`config.mk`:
```
export PLATFORM = sky130hd
export DESIGN_NAME = fft_mem_rd_arbiter
export DESIGN_NICKNAME = d
export VERILOG_FILES = /design/src/rtl/fft_mem_rd_arbiter.sv
export SDC_FILE = /design/constraint.sdc
export NUM_CORES = 1
export LEC_CHECK = 0
export BUFFER_PORTS_ARGS = -buffer_cell sky130_fd_sc_hd__buf_2
export CAP_MARGIN = 30
export CORE_MARGIN = 5
export CORE_UTILIZATION = 47
export CTS_BUF_LIST = sky130_fd_sc_hd__clkbuf_16
export DETAILED_ROUTE_END_ITERATION = 12
export GPL_ROUTABILITY_DRIVEN = 0
export HOLD_SLACK_MARGIN = 0.12
export MAX_ROUTING_LAYER = met4
export PLACE_DENSITY = 0.84
export SLEW_MARGIN = 20
export SYNTH_ARGS = -nofsm -noshare
export SYNTH_HDL_FRONTEND = slang
export SYNTH_SLANG_ARGS = --single-unit
```
`constraint.sdc`:
```
create_clock -name clk -period 1.54 [get_ports clk]
set_clock_uncertainty 0.05 [all_clocks]
set_input_delay 0.308 -clock clk [delete_from_list [all_inputs] [get_ports clk]]
set_output_delay 0.308 -clock clk [all_outputs]
set_load 0.005 [all_outputs]
```
`src/rtl/fft_mem_rd_arbiter.sv`:
```
// Read-port arbiter for the post-FFT RX sample RAM.
// Requester 0 is the DMRS-index generator and requester 1 is the PBCH-index generator.
// Grants are issued one per cycle, and each read carries a tag so the sample returns to its issuer.
// Optional macro FFT_RD_ARB_RR_EN selects round-robin arbitration.
// Without the macro, DMRS has fixed priority.
module fft_mem_rd_arbiter #(
    parameter int unsigned ADDR_WIDTH     = 10,
    parameter int unsigned RX_WORD_LENGTH = 12,
    parameter int unsigned RD_LATENCY     = 1
) (
    input  logic                      clk,
    input  logic                      rst,
    input  logic                      arb_en,
    output logic                      arb_idle,
    input  logic                      dmrs_req,
    input  logic [ADDR_WIDTH-1:0]     dmrs_addr,
    output logic                      dmrs_gnt,
    input  logic                      pbch_req,
    input  logic [ADDR_WIDTH-1:0]     pbch_addr,
    output logic                      pbch_gnt,
    output logic [ADDR_WIDTH-1:0]     fft_mem_addr,
    output logic                      fft_mem_rd_en,
    input  logic [RX_WORD_LENGTH-1:0] fft_mem_data_i,
    input  logic [RX_WORD_LENGTH-1:0] fft_mem_data_q,
    output logic [RX_WORD_LENGTH-1:0] dmrs_rx_i,
    output logic [RX_WORD_LENGTH-1:0] dmrs_rx_q,
    output logic                      dmrs_rx_vld,
    output logic [RX_WORD_LENGTH-1:0] pbch_rx_i,
    output logic [RX_WORD_LENGTH-1:0] pbch_rx_q,
    output logic                      pbch_rx_vld
);

    localparam int unsigned TAG_DEPTH = RD_LATENCY + 1;

    typedef enum logic [1:0] {
        IDLE  = 2'd0,
        RUN   = 2'd1,
        DRAIN = 2'd2
    } state_t;

    state_t               state;
    logic [TAG_DEPTH-1:0] tag_vld;
    logic [TAG_DEPTH-1:0] tag_id;     // 0 = DMRS, 1 = PBCH
    logic                 grant_ok;
    logic                 dmrs_win;
    logic                 any_gnt;
    logic                 pipe_empty;

    // Grants are gated by arb_en as well, so a falling arb_en blocks a grant in the same cycle.
    assign grant_ok   = (state == RUN) && arb_en;
    assign pipe_empty = (tag_vld == '0);

`ifdef FFT_RD_ARB_RR_EN
    logic last_pbch;

    // On a tie, the requester not granted last wins.
    assign dmrs_win = dmrs_req && (!pbch_req || last_pbch);

    // The last-grant pointer moves only when a grant is issued.
    // Its reset value favours DMRS on the first tie.
    always_ff @(posedge clk) begin
        if (rst) begin
            last_pbch <= 1'b1;
        end else if (any_gnt) begin
            last_pbch <= pbch_gnt;
        end
    end
`else
    // Fixed priority: DMRS wins whenever it requests.
    assign dmrs_win = dmrs_req;
`endif

    assign dmrs_gnt = grant_ok && dmrs_win;
    assign pbch_gnt = grant_ok && pbch_req && !dmrs_win;
    assign any_gnt  = dmrs_gnt || pbch_gnt;

    // Control FSM: IDLE / RUN / DRAIN, with arb_idle as a registered output.
    always_ff @(posedge clk) begin
        if (rst) begin
            state    <= IDLE;
            arb_idle <= 1'b1;
        end else begin
            case (state)
                IDLE: begin
                    if (arb_en) begin
                        state    <= RUN;
                        arb_idle <= 1'b0;
                    end else begin
                        arb_idle <= 1'b1;
                    end
                end
                RUN: begin
                    arb_idle <= 1'b0;
                    if (!arb_en) begin
                        state <= DRAIN;
                    end
                end
                DRAIN: begin
                    if (pipe_empty) begin
                        state    <= IDLE;
                        arb_idle <= 1'b1;
                    end else begin
                        arb_idle <= 1'b0;
                        if (arb_en) begin
                            state <= RUN;
                        end
                    end
                end
                default: begin
                    state    <= IDLE;
                    arb_idle <= 1'b1;
                end
            endcase
        end
    end

    // RAM read issue: register the winner's address; the address holds when there is no grant.
    always_ff @(posedge clk) begin
        if (rst) begin
            fft_mem_rd_en <= 1'b0;
            fft_mem_addr  <= '0;
        end else begin
            fft_mem_rd_en <= any_gnt;
            if (dmrs_gnt) begin
                fft_mem_addr <= dmrs_addr;
            end else if (pbch_gnt) begin
                fft_mem_addr <= pbch_addr;
            end
        end
    end

    // Tag shift register: the tag reaches the last stage in the cycle the RAM data is valid.
    always_ff @(posedge clk) begin
        if (rst) begin
            tag_vld <= '0;
            tag_id  <= '0;
        end else begin
            tag_vld <= {tag_vld[TAG_DEPTH-2:0], any_gnt};
            tag_id  <= {tag_id[TAG_DEPTH-2:0], pbch_gnt};
        end
    end

    // Return path: capture the RAM data into the issuing requester's registers only.
    always_ff @(posedge clk) begin
        if (rst) begin
            dmrs_rx_vld <= 1'b0;
            pbch_rx_vld <= 1'b0;
            dmrs_rx_i   <= '0;
            dmrs_rx_q   <= '0;
            pbch_rx_i   <= '0;
            pbch_rx_q   <= '0;
        end else begin
            dmrs_rx_vld <= tag_vld[RD_LATENCY] && !tag_id[RD_LATENCY];
            pbch_rx_vld <= tag_vld[RD_LATENCY] &&  tag_id[RD_LATENCY];
            if (tag_vld[RD_LATENCY] && !tag_id[RD_LATENCY]) begin
                dmrs_rx_i <= fft_mem_data_i;
                dmrs_rx_q <= fft_mem_data_q;
            end
            if (tag_vld[RD_LATENCY] && tag_id[RD_LATENCY]) begin
                pbch_rx_i <= fft_mem_data_i;
                pbch_rx_q <= fft_mem_data_q;
            end
        end
    end

endmodule

```
==> results summary <==
The flow ran to the end, and the final reports show no timing, DRC or antenna violations. The pin count of the biggest net entering global routing came out at 36. The library cells used most frequently in the layout, excluding fill and tap cells, are sky130_fd_sc_hd__buf_2 (112), sky130_fd_sc_hd__nand2_1 (97), sky130_fd_sc_hd__dfxtp_1 (65), sky130_fd_sc_hd__a21oi_1 (49). The area of the core came out at 5410 um2. The width of the chip came out at 84 um. The total length of routed wires came out at 6.46 mm. TritonCTS built the clock tree. The worst reg2reg path depth is 3. The aggregate global-route resource usage is 18.9%. The buffer depth of the longest clock path is 2. The layout filler cell count is 462. The kind of path behind the tightest hold check is input pin to flip-flop. The antenna diode instance count is 0. The first-pass GRT wire length came out at 10.5 mm. The register area share after synthesis came out at 52.1%. The worst hold path depth came out at 3. The worst setup path is of the flip-flop to output port kind.

In this run the critical register-to-register path is launched from tag_vld[1]. The number of ports placed on the die boundary is 113. The worst-case setup slack after placement came out at 0.138 ns. The worst setup path is captured at an output port. The clock insertion delay at the later pin of the skew report is 0.32 ns.

The pin slew with the least headroom to its limit is 0.494 ns. The endpoint identified for the worst register-to-register timing path is state[1]. The leakage component of the power is 0.00166 uW.

The worst setup path is launched from a flip-flop. The site row count came out at 27. The initial antenna violation count is 0. The post-route netlist has 38.0% of its cells at a drive strength greater than 1. The setup slack of the worst register-to-register path is 0.31 ns. The average footprint of a synthesized cell came out at 8.64 um2. The critical-path maximum fanout is 3. The max-slew violation total from the final report is 0. The peak supply drop is 0.693 mV. The die boundary height is 84 um.

The detailed router finished its first iteration with 63 violations. The path with the worst hold slack has its endpoint at dmrs_rx_q[9]. In this run the number of H-tree levels came out at 3. Clock tree synthesis inserted a total of 9 buffers. Data on the critical path is required at its endpoint by 1.18 ns.

The number of sinks handled by clock tree synthesis is 67. The number of global-route vias before repair is 2296. The footprint of the multi-input gates came out at 1080 um2.

For this run, the post-layout net count is 461. Hold repair after CTS inserted 0 buffers. The average detailed-routed wire length per instance is 13.2 um.

The count of input and output buffers came out at 112. The clock period minus worst slack came out at 1.54 ns. The clock-pin slew reported for the worst setup and hold paths after clock tree synthesis is 0.05 ns. The setup violation total in the final timing report is 0. Registers take 1350 um2. The detailed router placed 2365 vias in this run. In this run the most critical hold path is launched from fft_mem_data_q[9]. The tree is rooted in a sky130_fd_sc_hd__clkbuf_16. The highest achievable clock rate is 650 MHz. The remaining antenna violation count after routing is 0. The initial core utilization is 47.6%. Using the TritonRoute via totals, the vias-per-cell ratio works out to 4.85. The part of the cycle the worst path needs came out at 99.9%. After detailed routing, the number of remaining DRC violations is 0. The area enclosed by the die boundary came out at 7060 um2. Setup repair after global routing could not meet its margin everywhere. The library cell used most frequently in the layout, excluding fill and tap cells, is sky130_fd_sc_hd__buf_2.

Relative to the synthesized area, the layout overhead comes to 37.8%. The gate count after technology mapping came out at 298. For this run, the number of Yosys warnings is 0. The final hold violation count is 0. For the worst setup path, the data arrival time is 1.18 ns. In this run the tightest slew margin relative to its limit is 67.1%. The unique cell type count in the Yosys netlist came out at 27. The net count after synthesis came out at 347. The number of maximum-capacitance constraint violations came out at 0. The worst path meets setup with 0.00221 ns of slack. Detailed placement finished with a half-perimeter wire length of 4.53 mm. On the final layout, the worst hold slack is 0.186 ns. The overall overflow remaining after global route is 0. The cell area after synthesis came out at 2570 um2.

The power density of the placed cells is 1210 nW/um2. The flop and latch count out of synthesis came out at 67. The first-pass detailed-route iteration total is 4.
-- repair_timing --
action,4_1_cts,5_1_grt
gates resized for setup,3,2
setup endpoints to repair,2,2
pin swaps,1,1
buffers inserted,3,2
-- per-layer routing --
layer / up-vias / wire length (um) / global-route usage (%)
met5: - / 0 / -
met4: 0 / 65 / 7.31
met3: 7 / 516 / 6.71
met2: 81 / 3210 / 31.2
met1: 1067 / 2660 / 20.9
li1: 1210 / - / -
-- logic make-up (layout without fill, tap and decap cells) --
logic type / after synthesis / in the layout / share of synthesized area, %
DFF: 67 / 67 / 52.1
AOI/OAI and AO/OA: 71 / 71 / 18.9
buffers and inverters: 30 / 148 / 6.37
and+or+nand+nor: 130 / 130 / 22.7
-- Yosys cell counts, drive strengths merged --
library cell / number / area, um2
nand2: 97 / 364
dfxtp: 67 / 1340
a21oi: 49 / 245
buf: 19 / 113
nor2: 14 / 67.6
o22a: 9 / 78.8
a221oi: 8 / 120
inv: 8 / 30.0
nor2b: 5 / 31.3
and3b: 3 / 26.3
clkbuf: 3 / 21.3
and2: 2 / 12.5
nand2b: 2 / 12.5
nor3: 2 / 10.0
nor3b: 2 / 20.0
a211oi: 1 / 12.5
a21o: 1 / 7.51
nand3b: 1 / 20.0
o21ai: 1 / 5.00
o21bai: 1 / 7.51
o32ai: 1 / 8.76
or2b: 1 / 7.51
or3b: 1 / 11.3
-- worst max path at each step --
stage	to	startpoint	slack, ns
2_1_floorplan	dmrs_gnt	state[0]	0.40
3_3_place_gp	fft_mem_addr[8]	dmrs_req	0.20
3_5_place_dp	fft_mem_addr[8]	dmrs_req	0.14
4_1_cts	pbch_gnt	state[1]	0.002
5_1_grt	pbch_gnt	state[1]	-0.05
6_report	pbch_gnt	state[1]	0.002
-- power breakdown --
part / switching [uW] / total (uW) / internal [uW]
logic: 139 / 271 / 132
clock network: 682 / 2240 / 1560
registers: 19.7 / 1790 / 1770
-- sequential cells by signal (all words and copies together) (netlist names) --
name,flops
arb_idle,1
dmrs_rx_i,12
dmrs_rx_q,12
dmrs_rx_vld,1
fft_mem_addr,10
pbch_rx_i,12
pbch_rx_q,12
pbch_rx_vld,1
state,2
tag_id,2
tag_vld,2
-- layout make-up --
class	instances	share of cell area, %
tap	72	2.54
sequential	67	38.0
clock buffer	9	6.35
inverter	8	0.847
timing repair buffer	125	18.9
clock inverter	6	2.96
multi-input combinational	201	30.4
-- worst max-delay path, stage by stage (launching register included) --
cell and delay [ns]:
sky130_fd_sc_hd__dfxtp_2 0.32, sky130_fd_sc_hd__nand3b_4 0.17, sky130_fd_sc_hd__nor3b_4 0.22, sky130_fd_sc_hd__buf_2 0.15
-- metrics by stage --
stage | utilization [%] | instances | TNS (ns) | area, um2 | power [uW]
after floorplan | - | 298 | 0 | 2570 | 1960
after global placement | 58.6 | 468 | 0 | 3170 | 2080
after detailed placement | 58.6 | 468 | 0 | 3170 | 2090
after CTS | 65.2 | 486 | 0 | 3520 | 4350
after global routing | 65.6 | 488 | -0.0693 | 3550 | 4460
final | 65.6 | 488 | 0 | 3550 | 4300
Note: power is estimated with default switching activity, not from simulation.
